$ cat src/rtl/uart_pkg.sv
// Shared definitions for the framed UART transmitter.
//   - tx_state_e : FSM state encoding (StParity exists only when UART_TX_PARITY_EN is defined)
//   - PAR_*      : parity-mode constants for the PARITY_MODE parameter
package uart_pkg;

  localparam int unsigned PAR_NONE = 0;
  localparam int unsigned PAR_EVEN = 1;
  localparam int unsigned PAR_ODD  = 2;

  typedef enum logic [2:0] {
    StIdle   = 3'd0,
    StStart  = 3'd1,
    StData   = 3'd2,
`ifdef UART_TX_PARITY_EN
    StParity = 3'd3,
`endif
    StStop   = 3'd4
  } tx_state_e;

endpackage

$ cat src/rtl/uart_bit_timer.sv
// Bit-period timer for the UART transmitter.
// Counts CLKS_PER_BIT cycles while enabled and strobes bit_end on the last cycle of each bit.
// Ports:
//   clk     - clock (rising edge)
//   rst     - synchronous active-high reset
//   restart - force the count back to zero (start of a new frame)
//   en      - count enable (high while a frame is on the line)
//   bit_end - high during the final cycle of the current bit period
module uart_bit_timer #(
  parameter int unsigned CLKS_PER_BIT = 217
) (
  input  logic clk,
  input  logic rst,
  input  logic restart,
  input  logic en,
  output logic bit_end
);

  localparam int unsigned CntW = (CLKS_PER_BIT > 1) ? $clog2(CLKS_PER_BIT) : 1;
  localparam logic [CntW-1:0] CntLast = CntW'(CLKS_PER_BIT - 1);

  logic [CntW-1:0] cnt_q, cnt_d;

  assign bit_end = en && (cnt_q == CntLast);

  always_comb begin
    cnt_d = cnt_q;
    if (restart) begin
      cnt_d = '0;
    end else if (en) begin
      // Wrap to zero at the terminal value so the next bit starts cleanly.
      cnt_d = bit_end ? '0 : cnt_q + 1'b1;
    end
  end

  always_ff @(posedge clk) begin
    if (rst) begin
      cnt_q <= '0;
    end else begin
      cnt_q <= cnt_d;
    end
  end

endmodule

$ cat src/rtl/uart_tx_framed.sv
// Framed UART transmitter with a one-entry holding register for back-to-back frames.
// Frame: start (0), DATA_BITS data LSB first, optional parity, STOP_BITS stop (1).
// Optional feature macro: UART_TX_PARITY_EN -- when defined, PARITY_MODE (1 even, 2 odd)
// adds a parity bit; when undefined no parity logic exists and PARITY_MODE is ignored.
// Ports:
//   clk       - clock (rising edge)
//   rst       - synchronous active-high reset; aborts any frame and drops a held byte
//   tx_dv     - byte-valid strobe; accepted when tx_dv && tx_ready
//   tx_byte   - data to send
//   tx_ready  - holding register empty
//   tx_active - high across a frame or an unbroken run of frames
//   tx_done   - one-cycle pulse after the last stop-bit cycle of each frame
//   tx_serial - registered serial line, idle high
module uart_tx_framed
  import uart_pkg::*;
#(
  parameter int unsigned CLKS_PER_BIT = 217,
  parameter int unsigned DATA_BITS    = 8,
  parameter int unsigned STOP_BITS    = 1,
  parameter int unsigned PARITY_MODE  = 0
) (
  input  logic                 clk,
  input  logic                 rst,
  input  logic                 tx_dv,
  input  logic [DATA_BITS-1:0] tx_byte,
  output logic                 tx_ready,
  output logic                 tx_active,
  output logic                 tx_done,
  output logic                 tx_serial
);

  localparam int unsigned IdxW = $clog2(DATA_BITS + 1);
  localparam logic [IdxW-1:0] DataLast = IdxW'(DATA_BITS - 1);
  localparam logic [IdxW-1:0] StopLast = IdxW'(STOP_BITS - 1);

`ifdef UART_TX_PARITY_EN
  localparam bit ParityOn = (PARITY_MODE == PAR_EVEN) || (PARITY_MODE == PAR_ODD);
  localparam bit ParityOdd = (PARITY_MODE == PAR_ODD);
  logic par_q, par_d;
`endif

  tx_state_e            state_q, state_d;
  logic [DATA_BITS-1:0] shift_q, shift_d;
  logic [DATA_BITS-1:0] hold_q, hold_d;
  logic                 hold_full_q, hold_full_d;
  logic [IdxW-1:0]      bit_idx_q, bit_idx_d;
  logic                 serial_q, serial_d;
  logic                 active_q;
  logic                 done_q, done_d;

  logic                 bit_end;
  logic                 accept;
  logic                 load;
  logic [DATA_BITS-1:0] load_byte;

  uart_bit_timer #(
    .CLKS_PER_BIT(CLKS_PER_BIT)
  ) u_bit_timer (
    .clk    (clk),
    .rst    (rst),
    .restart(load),
    .en     (state_q != StIdle),
    .bit_end(bit_end)
  );

  always_comb begin
    state_d     = state_q;
    shift_d     = shift_q;
    hold_d      = hold_q;
    hold_full_d = hold_full_q;
    bit_idx_d   = bit_idx_q;
    serial_d    = serial_q;
    done_d      = 1'b0;
    load        = 1'b0;
    load_byte   = tx_byte;
    accept      = tx_dv && !hold_full_q;
`ifdef UART_TX_PARITY_EN
    par_d       = par_q;
`endif

    unique case (state_q)
      StIdle: begin
        serial_d = 1'b1;
        load     = accept;
      end
      StStart: begin
        if (bit_end) begin
          state_d  = StData;
          serial_d = shift_q[0];
        end
      end
      StData: begin
        if (bit_end) begin
          if (bit_idx_q == DataLast) begin
            bit_idx_d = '0;
`ifdef UART_TX_PARITY_EN
            if (ParityOn) begin
              state_d  = StParity;
              serial_d = par_q;
            end else begin
              state_d  = StStop;
              serial_d = 1'b1;
            end
`else
            state_d  = StStop;
            serial_d = 1'b1;
`endif
          end else begin
            shift_d   = shift_q >> 1;
            serial_d  = shift_q[1];
            bit_idx_d = bit_idx_q + 1'b1;
          end
        end
      end
`ifdef UART_TX_PARITY_EN
      StParity: begin
        if (bit_end) begin
          state_d  = StStop;
          serial_d = 1'b1;
        end
      end
`endif
      StStop: begin
        if (bit_end) begin
          if (bit_idx_q == StopLast) begin
            done_d    = 1'b1;
            bit_idx_d = '0;
            if (hold_full_q) begin
              // Drain the held byte straight into the next frame, no idle gap.
              load        = 1'b1;
              load_byte   = hold_q;
              hold_full_d = 1'b0;
            end else if (accept) begin
              load = 1'b1;
            end else begin
              state_d  = StIdle;
              serial_d = 1'b1;
            end
          end else begin
            bit_idx_d = bit_idx_q + 1'b1;
          end
        end
      end
      default: begin
        state_d  = StIdle;
        serial_d = 1'b1;
      end
    endcase

    if (load) begin
      state_d   = StStart;
      serial_d  = 1'b0;
      shift_d   = load_byte;
      bit_idx_d = '0;
`ifdef UART_TX_PARITY_EN
      par_d     = (^load_byte) ^ ParityOdd;
`endif
    end else if (accept && (state_q != StIdle)) begin
      // Frame in flight: park the byte until the current stop bit ends.
      hold_d      = tx_byte;
      hold_full_d = 1'b1;
    end
  end

  always_ff @(posedge clk) begin
    if (rst) begin
      state_q     <= StIdle;
      shift_q     <= '0;
      hold_q      <= '0;
      hold_full_q <= 1'b0;
      bit_idx_q   <= '0;
      serial_q    <= 1'b1;
      active_q    <= 1'b0;
      done_q      <= 1'b0;
`ifdef UART_TX_PARITY_EN
      par_q       <= 1'b0;
`endif
    end else begin
      state_q     <= state_d;
      shift_q     <= shift_d;
      hold_q      <= hold_d;
      hold_full_q <= hold_full_d;
      bit_idx_q   <= bit_idx_d;
      serial_q    <= serial_d;
      active_q    <= (state_d != StIdle);
      done_q      <= done_d;
`ifdef UART_TX_PARITY_EN
      par_q       <= par_d;
`endif
    end
  end

  assign tx_serial = serial_q;
  assign tx_ready  = !hold_full_q;
  assign tx_active = active_q;
  assign tx_done   = done_q;

endmodule

$ cat config.mk
export PLATFORM = sky130hd
export DESIGN_NAME = uart_tx_framed
export DESIGN_NICKNAME = d
export VERILOG_FILES = /design/src/rtl/uart_pkg.sv /design/src/rtl/uart_bit_timer.sv /design/src/rtl/uart_tx_framed.sv
export SDC_FILE = /design/constraint.sdc
export NUM_CORES = 1
export LEC_CHECK = 0
export ABC_AREA = 0
export BUFFER_PORTS_ARGS = -buffer_cell sky130_fd_sc_hd__buf_2
export CORE_ASPECT_RATIO = 0.7
export CORE_UTILIZATION = 60
export DETAILED_ROUTE_END_ITERATION = 10
export PLACE_DENSITY_LB_ADDON = 0.12
export SLEW_MARGIN = 10
export SYNTH_ARGS = -nofsm -noshare
export SYNTH_HDL_FRONTEND = slang
export SYNTH_SLANG_ARGS = --single-unit
$ cat constraint.sdc
create_clock -name clk -period 4.86 [get_ports clk]
set_clock_uncertainty 0.2 [all_clocks]
set_input_delay 0.243 -clock clk [delete_from_list [all_inputs] [get_ports clk]]
set_output_delay 0.243 -clock clk [all_outputs]
set_load 0.05 [all_outputs]
# After elaboration in Yosys (flattened, before gate mapping)
# Index checks and enable logic that the tools add are counted.
# classes
reduce_logical,17
eq_ne,14
muxes,43
bitwise,3
addsub,2
# ops
cell,count
2-to-1 mux 8 bit,9
2-to-1 mux 3 bit,8
2-to-1 mux 1 bit,18
2-to-1 mux 4 bit,4
case mux 3 bit (4 select lines),1
!= test 3 x 2 -> 1 bit (second input constant),3
!= test 3 bit (second input constant),3
adder 8 x 1 -> 8 bit (second input constant),1
== test 8 bit (second input constant),1
case mux 4 bit (2 select lines),1
AND reduction 3 bit,2
AND reduction 6 bit,1
nonzero test 2 bit,3
nonzero test 3 bit,2
adder 4 x 1 -> 4 bit (second input constant),1
== test 4 x 3 -> 1 bit (second input constant),1
zero test 4 bit,1
!= test 2 x 1 -> 1 bit (second input constant),2
== test 3 x 1 -> 1 bit (second input constant),1
== test 3 x 2 -> 1 bit (second input constant),1
== test 3 bit (second input constant),1
logical AND 1 bit,3
zero test 3 bit,1
inverter 1 bit,3
7 further kinds,7
# word_totals
output_inout_bits,4
word_cells,88
in_bits,11
ff_bits,35

# Logic depth before layout (Yosys ltp)
# Gate-level depths: netlist of run 1.
# logic_depth
word_depth,9
mapped_depth,9

# Modules after synthesis
# From an unflattened synthesis of run 1, not the netlist that was laid out.
# unflattened
hier_cells,195
hier_area_um2,1929.4
# by_module_without_submodules
mod,instances,area_per_inst_um2,cells_per_inst,seq_area_each_um2
uart_tx_framed,1,1475.2,145,540.5
uart_bit_timer,1,454.2,50,160.2

# Worst setup path after synthesis of run 1
# Ideal clock, no wire load.
# synth_path
path_type,reg2reg
startpoint,register bit_idx_q[0]
endpoint,register shift_q[0]
t_arrival_ps,2149
synth_period_minus_slack_ps,2481
setup_ps,132
stages_incl_launch_ff,9
path_buffers,1
setup_slack_ps,2379
cell_sequence,dfxtp_1 > inv_1 > ha_1 > or3b_2 > or4_1 > clkbuf_1 > mux2_2 > a22oi_1 > a21oi_1
# synth_between
elab_chain_len,6
# synth_rtl
item,line_no,source
"start, declared",uart_tx_framed.sv:46,"logic [IdxW-1:0] bit_idx_q, bit_idx_d;"
"start signal, assigned",uart_tx_framed.sv:183,bit_idx_q <= bit_idx_d;
zero test 4 bit,uart_tx_framed.sv:125,if (bit_idx_q == StopLast) begin
2-to-1 mux 1 bit,uart_tx_framed.sv:125,
2-to-1 mux 1 bit,uart_tx_framed.sv:124,if (bit_end) begin
case mux 1 bit (2 select lines),uart_tx_framed.sv:81,unique case (state_q)
!= test 2 bit (no source line) / nonzero test 2 bit (equally long branches),-,
AND reduction 3 bit (no source line),-,
"end signal, assigned",uart_tx_framed.sv:180,shift_q <= shift_d;
"end, declared",uart_tx_framed.sv:43,"logic [DATA_BITS-1:0] shift_q, shift_d;"
# Parallel ways exist; a longest one is shown, timed or not.
# A chain may end at the register's enable or synchronous reset.

# Final worst setup path of run 1
# layout_path
startpoint,register state_q[2]
endpoint,register bit_idx_q[2]
# layout_between
elab_chain_len,5
# layout_rtl
item,line_no,source
"start, declared",uart_tx_framed.sv:42,"tx_state_e state_q, state_d;"
"start signal, assigned",uart_tx_framed.sv:167,state_q <= StIdle;
"start signal, assigned",uart_tx_framed.sv:179,state_q <= state_d;
nonzero test 3 bit,uart_tx_framed.sv:62,".en (state_q != StIdle),"
logical AND 1 bit,uart_bit_timer.sv:24,assign bit_end = en && (cnt_q == CntLast);
2-to-1 mux 1 bit,uart_tx_framed.sv:124,
case mux 1 bit (2 select lines),uart_tx_framed.sv:81,
OR reduction 2 bit (no source line),-,
# Parallel ways exist; a longest one is shown, timed or not.

==> results of run 1 <==
## sequential cells by signal, indices dropped and copies added (netlist names)
signal             count
hold_q                 8
shift_q                8
u_bit_timer.cnt_q      8
bit_idx_q              4
state_q                3
hold_full_q            1
tx_active              1
tx_done                1
tx_serial              1
## synthesized netlist by cell type, types with 2 or more instances
master    number  area share (%)
dfxtp_1       35              41
nor2_1        26             5.7
a21oi_1       13             3.8
mux2i_1       13             7.5
clkbuf_1       8             1.7
nand2_1        8             1.7
nand3_1        7             2.0
mux2_2         6             3.9
a211oi_1       5             2.2
a22oi_1        5             2.2
inv_1          5             1.1
nor3_1         5             1.5
xor2_1         5             2.5
ha_1           4             2.9
nand2b_1       4             1.5
nand4_1        4             1.5
o21ai_0        4             1.2
xnor2_1        3             1.5
and3_1         2            0.73
nor4_1         2            0.73
o22a_1         2             1.0
o31a_2         2             1.2
or3_1          2            0.73
or3_2          2            0.87
or3b_1         2             1.0
## placed cells by master (no fill, tap or decap), types with 3 or more instances in the layout
cell,Yosys,final
xnor2_1,3,3
nand2_1,8,8
inv_1,5,5
buf_2,1,14
mux2i_1,13,13
ha_1,4,4
a211oi_1,5,5
nand2b_1,4,4
nor3_1,5,5
a22oi_1,5,5
o21ai_0,4,4
mux2_2,6,6
xor2_1,5,5
clkbuf_8,0,5
a21oi_1,13,13
dfxtp_1,35,35
nor2_1,26,26
nand4_1,4,4
nand3_1,7,7
## how the worst max path moves through the flow
| stage | start | end | slack [ns] | cells past startpoint |
|---|---|---|---|---|
| finish | state_q[2]$_SDFF_PP0_ | bit_idx_q[2]$_SDFFE_PP0P_ | 1.96 | 5 |
| detailed placement | state_q[2]$_SDFF_PP0_ | bit_idx_q[2]$_SDFFE_PP0P_ | 1.99 | 5 |
| CTS | state_q[2]$_SDFF_PP0_ | state_q[1]$_SDFF_PP0_ | 1.98 | 5 |
| floorplan | bit_idx_q[0]$_SDFFE_PP0P_ | shift_q[0]$_SDFFE_PP0P_ | 2.38 | 8 |
| global route | state_q[2]$_SDFF_PP0_ | bit_idx_q[2]$_SDFFE_PP0P_ | 1.76 | 5 |
| global placement | state_q[2]$_SDFF_PP0_ | bit_idx_q[2]$_SDFFE_PP0P_ | 2.02 | 5 |
## layout make-up
cell class / instances / area (µm²)
Inverter: 5 / 18.8
Timing Repair Buffer: 16 / 87.6
Fill cell: 202 / 693
Multi-Input combinational cell: 141 / 958
Clock buffer: 5 / 68.8
Clock inverter: 3 / 20.0
Tap cell: 34 / 42.5
Sequential cell: 35 / 701
## stage by stage
step	cells	cell area [µm²]	power [mW]	setup slack, ns	util (%)
2_1_floorplan	192	1730	0.378	2.38	-
3_3_place_gp	230	1800	0.395	2.02	69.4
3_5_place_dp	230	1800	0.397	1.99	69.4
4_1_cts	239	1900	0.606	1.98	73.2
5_1_grt	239	1900	0.629	1.76	73.2
6_report	239	1900	0.605	1.96	73.2
## power breakdown
group / internal (mW) / total [mW] / switching [mW]
Clock: 0.0996 / 0.213 / 0.113
Sequential: 0.302 / 0.313 / 0.0113
Combinational: 0.0308 / 0.0791 / 0.0483
Total: 0.432 / 0.605 / 0.173
## cells by family after synthesis
family          share of synthesized area, %
compound gates                          14.2
xor+xnor                                4.06
fa+ha+maj                               2.90
buf+inv                                 4.21
flops                                   40.6
mux                                     11.5
simple gates                            22.6
## layer usage
layer	track usage [%]	routed length (µm)	up-vias
met5	0	0	-
met4	11.9	55	0
met3	6.55	154	6
met2	40.6	1500	34
met1	34.1	1750	624
li1	-	-	717
## critical path: cells and delay by family (launching register included)
family,cells,cell delay [ns]
flops,1,0.60
compound gates,1,0.42
simple gates,4,1.54
==> metrics.md, run 1 <==
| Metric | Value |
|---|---|
| Status | completed |
| Drc violations | 0 |
| Core area | 0.00259 mm² |
| Clock sinks | 35 |
| Leakage | 0.693 nW |
| RSZ-0062 raised after global routing | false |
| Post-Syn Area | 0.00173 mm² |
| Antenna Nets Post-Route | 0 |
| Primary FF master, synth | dfxtp_1 |
| Pwr Density | 319 mW/mm² |
| Top-Level Pins | 15 |
| Max FO, Critical Path | 16 |
| Min-Delay Path Class | in2reg |
| R2r endpoint | bit_idx_q[2]$_SDFFE_PP0P_ |
| Final TNS setup | 0 ns |
| Period utilization | 59.6% |
| CTS Hold Bufs | 1 |
| Initial Utilization | 66.6% |
| Overflow after GRT | 0 |
| Sequential element share of the synthesized area | 40.6% |
| FF-to-FF path depth | 5 |
| Maximum clock path buffer count | 2 |
| Max-cap violations | 0 |
| Relative slew slack | 50.2% |
| Port buffer count | 14 |
| Worst stage delay on the critical path | 0.62 ns |
| Die Y | 46.9 µm |
| Startpoint Class | flip-flop |
| Synth Register Bits | 35 |
| Antenna violations before repair | 0 |
| Yosys warns | 0 |
| Fmax | 345 MHz |
| Largest net degree at the start of global routing | 24 |
| Diodes inserted | 0 |
| Post-synthesis net count | 207 |
| Hold path startpoint | tx_byte[4] |
| Setup slack, reg-to-reg | 1.96 ns |
| Crit-path cells | or3b_1, nor4_1, o22ai_1, nand2b_1, nor3_1 |
| CTS root buffer | clkbuf_8 |
| DP Wirelength | 2550 µm |
| Actual slew at the worst max-slew pin | 0.742 ns |
| CTS resizes | 0 |
| Final nets | 219 |
| Hold Vio Cnt, Final | 0 |
| CP Class | reg2reg |
| Initial DRT Pass Iterations | 4 |
| Initial detailed-routing violation count | 77 |
| Max-slew violations | 0 |
| FFs w/ async S/R, synth | 0% |
| Worst path arrival time | 2.86 ns |
| Clock Latency Late Sink | 0.30 ns |
| Total wire length | 3470 µm |
| Wirelength per Cell | 14.5 µm |
| CTS tree | done |
| Postcts setup bufs | 0 |
| Rows | 15 |
| Crit. End Element | flip-flop |
| Die area | 0.00310 mm² |
| Period minus WS final | 2.90 ns |
| Syn_area_per_cell | 8.99 µm² |
| Number of synthesized flops with an enable pin | 0 |
| Area grow syn2layout | 9.93% |
| H-tree levels | 2 |
| CP max stage cell | nor4_1 |
| Number of global-route vias before repair | 1265 |
| Min-Delay Path Depth | 3 |
| CTS buffer count | 5 |
| Die outline width | 66.1 µm |
| Yosys cell types | 43 |
| Data required, critical path | 4.82 ns |
| Max IR drop VDD | 0.213 mV |
| WHS Endpoint | hold_q[4]$_SDFFE_PP0P_ |
| Via count | 1381 |
| Routability cong. | 0.885 |
| R2R Path Start | state_q[2]$_SDFF_PP0_ |
| Cell count after synthesis | 192 |
| Fin Hold WS | 0.00625 ns |
| Clk slew on worst S/H paths | 0.08 ns |
| Via/cell ratio | 5.78 |
| Setup-failing EPs final | 0 |
| Global-route wire length before repair | 5730 µm |
| Layout cells sized above 1 | 19.5% |
| GRT Total Usage | 25.8% |
Note: power is estimated with default switching activity, not from simulation.
==> run 2: changes to the inputs <==
- ABC_AREA: 0 -> 1
- CORE_UTILIZATION: 60 -> 53
- clock period: 4.86 -> 2.5 ns (I/O delays scaled with it)
==> run 2 against run 1 <==
  * Sequential share of layout area is 5.4 points lower
  * Utilization is 5.4 points lower
  * First-iteration DRC count increased by 43%
  * Wire length rose by 16%
  * Design area rose by 17%
  * Area after synthesis increased by 10%
  * Critical endpoint is now hold_q[1]$_SDFFE_PP0P_
  * Highest routed layer unchanged
==> metrics.md, run 2 <==
| Metric | Value |
|---|---|
| Status | completed |
| Rows | 17 (+2) |
| Total wire length | 4020 µm (+16%) |
| Sw Ratio | 26.3% (-2.3 points) |
| Port buffer count | 14 (unchanged) |
| Largest net degree at the start of global routing | 20 (-17%) |
| Hold Vio Cnt, Final | 0 (unchanged) |
| Placed Cells | 330 (+43%) |
| Setup-failing EPs final | 0 (unchanged) |
| DP Wirelength | 2990 µm (+17%) |
| Period minus WS final | 2.06 ns (-0.834 ns) |
| Area occupied by multi-input gates | 0.00100 mm² (+4.8%) |
| Max-cap violations | 0 (unchanged) |
| Core area | 0.00328 mm² (+26%) |
| Fillers | 304 (+50%) |
| Number of global-route vias before repair | 1534 (+21%) |
| Max FO, Critical Path | 12 (-4) |
| Most common cell after layout, fill and taps aside | nor2_1 |
| Actual slew at the worst max-slew pin | 0.468 ns (-0.274 ns) |
| Synth cell count leaders | 50 x nor2_1, 41 x nand2_1, 40 x inv_1 |
| Die Y | 52.2 µm (+11%) |
| Post-synthesis net count | 288 (+39%) |
| Worst path arrival time | 2.10 ns (-0.76 ns) |
| CTS resizes | 0 (unchanged) |
| Yosys cell types | 29 (-33%) |
| Reg power frac | 46.3% (-5.4 points) |
| Net Switching | 0.347 mW (+100%) |
| RSZ-0062 raised after global routing | false |
| Antenna Nets Post-Route | 0 (unchanged) |
| CP Class | reg2reg |
| Period utilization | 82.5% (+23 points) |
| CTS tree | done |
| Syn_area_per_cell | 6.98 µm² (-22%) |
| H-tree levels | 2 (unchanged) |
| Die outline width | 73.7 µm (+11%) |
| Startpoint Class | flip-flop |
| Most frequent cells in the layout | 50 x nor2_1, 41 x nand2_1, 40 x inv_1, 35 x dfxtp_1, 28 x nand3_1 |
| Cell count after synthesis | 273 (+42%) |
| Reg area | 701 µm² (unchanged) |
| Diodes inserted | 0 (unchanged) |
| Area grow syn2layout | 16.5% |
| Final Cell Area | 0.00222 mm² (+17%) |
| Max IR drop VDD | 0.467 mV (+120%) |
| CTS Hold Bufs | 10 (+9) |
| Clock sinks | 35 (unchanged) |
| Primary FF master, synth | dfxtp_1 |
| Max-slew violations | 0 (unchanged) |
| Antenna violations before repair | 0 (unchanged) |
| Clock Latency Late Sink | 0.30 ns (about the same) |
| Cell Count, Final, Fillers Out | 348 (+46%) |
| Yosys warns | 0 (unchanged) |
| Relative slew slack | 68.8% (+19 points) |
| Sequential element share of the synthesized area | 36.8% (-3.8 points) |
| Placed cell area | 0.00200 mm² (+11%) |
| Clk slew on worst S/H paths | 0.07 ns (about the same) |
| Comb pwr share | 13.2% (about the same) |
| Yosys top cell by area | dfxtp_1 |
| Initial Utilization | 58.2% (-8.4 points) |
| Synth Register Bits | 35 (unchanged) |
| CTS root buffer | clkbuf_8 |
| Crit. End Element | flip-flop |
| Pint | 0.971 mW (+120%) |
| GRT Total Usage | 24.5% (-1.3 points) |
| Min-Delay Path Class | reg2reg |
| Total power | 1.32 mW (+120%) |
| FFs w/ async S/R, synth | 0% (unchanged) |
| Maximum clock path buffer count | 2 (unchanged) |
| Fmax | 485 MHz (+40%) |
| Count leader, synth | nor2_1 |
| Final TNS setup | 0 ns (unchanged) |
| Top cell type's share of synthesized area | 36.8% (-3.8 points) |
| Leakage | 1.05 nW (+51%) |
| Number of synthesized flops with an enable pin | 0 (unchanged) |
| Initial DRT Pass Iterations | 4 (unchanged) |
| Routability cong. | 0.841 (-5.0%) |
| Final nets | 315 (+44%) |
| Die area | 0.00384 mm² (+24%) |
| Via count | 1711 (+24%) |
| Top-Level Pins | 15 (unchanged) |
| Layout cells sized above 1 | 15.9% (-3.6 points) |
| Wirelength per Cell | 11.5 µm (-20%) |
| Fin Hold WS | 0.287 ns (+0.281 ns) |
| Largest registers | hold_q (8), shift_q (8), u_bit_timer.cnt_q (8) |
| Overflow after GRT | 0 (unchanged) |
| Largest cells by area after synthesis | dfxtp_1 37%, nor2_1 9.8%, nand2_1 8.1% |
| Drc violations | 0 (unchanged) |
| Global-route wire length before repair | 6890 µm (+20%) |
| Data required, critical path | 2.54 ns (-2.28 ns) |
| Clock power share | 40.4% (+5.2 points) |
| CTS buffer count | 5 (unchanged) |
| Post-Syn Area | 0.00191 mm² (+10%) |
| Initial detailed-routing violation count | 110 (+43%) |
| Via/cell ratio | 4.92 (-15%) |
| Pwr Density | 594 mW/mm² (+86%) |
| Postcts setup bufs | 0 (unchanged) |
## run 2: changes by cell type after synthesis, sizes merged, moves of 6 or more
cell / delta
nand2: +43
inv: +40
nor2: +32
nand3: +24
mux2i: -13
o21ai: +11
a21oi: -10
nand4: +10
clkbuf: -7
mux2: -6
## run 2: metrics by stage
stage | utilization [%] | worst slack, ns
final | 67.8 | 0.438
after detailed placement | 61.2 | 0.427
after CTS | 67.8 | 0.428
after floorplan | - | 0.813
after global placement | 61.2 | 0.477
after global routing | 67.8 | 0.137
## run 2: path summary, 6_finish.rpt
| check | cells past startpoint | startpoint | endpoint | slack (ns) |
|---|---|---|---|---|
| worst min register to register | 2 | shift_q[7]$_SDFFE_PP0P_ | shift_q[7]$_SDFFE_PP0P_ | 0.29 |
| worst max register to register | 9 | bit_idx_q[1]$_SDFFE_PP0P_ | hold_q[1]$_SDFFE_PP0P_ | 0.44 |
| worst min-delay path | 2 | shift_q[7]$_SDFFE_PP0P_ | shift_q[7]$_SDFFE_PP0P_ | 0.29 |
| worst max-delay path | 9 | bit_idx_q[1]$_SDFFE_PP0P_ | hold_q[1]$_SDFFE_PP0P_ | 0.44 |
## run 2: critical path, cell delays in order (launching register included)
cell and delay [ns]:
dfxtp_1 0.36, inv_1 0.07, ha_1 0.17, nand2_1 0.20, nor2_8 0.09, nand3_4 0.13
nand2_4 0.13, nor2_1 0.38, o21ai_0 0.16, nor2_1 0.11
## run 2: final cells by class
type	instances	area share, %
Clock buffer	6	3.72
Clock inverter	2	1.58
Inverter	45	7.61
Multi-Input combinational cell	189	45.2
Sequential cell	35	31.5
Tap cell	47	2.65
Timing Repair Buffer	24	7.66
## run 2: cell families (layout without fill, tap and decap cells)
kind of cell | Yosys count | after routing | synth area share [%]
AOI/OAI and AO/OA | 23 | 23 | 6.50
buffers and inverters | 49 | 77 | 10.5
adders and majority gates | 4 | 4 | 2.63
xor gates and xnor gates | 5 | 5 | 2.30
and+or+nand+nor | 157 | 157 | 41.3
DFF | 35 | 35 | 36.8
## run 2: metal layers
metal,track usage (%),vias to the layer above,share of wire (%)
met4,11.5,0,2.0
met5,0,-,0
li1,-,921,-
met2,31.8,51,36
met3,7.12,7,7.0
met1,36.3,732,55
## run 2: power groups by stage
stage          logic [mW]  registers [mW]  clock network [mW]
2_1_floorplan       0.118           0.626                   0
3_3_place_gp        0.160           0.622                   0
3_5_place_dp        0.162           0.622                   0
4_1_cts             0.174           0.610               0.541
5_1_grt             0.198           0.613               0.565
6_report            0.175           0.611               0.533
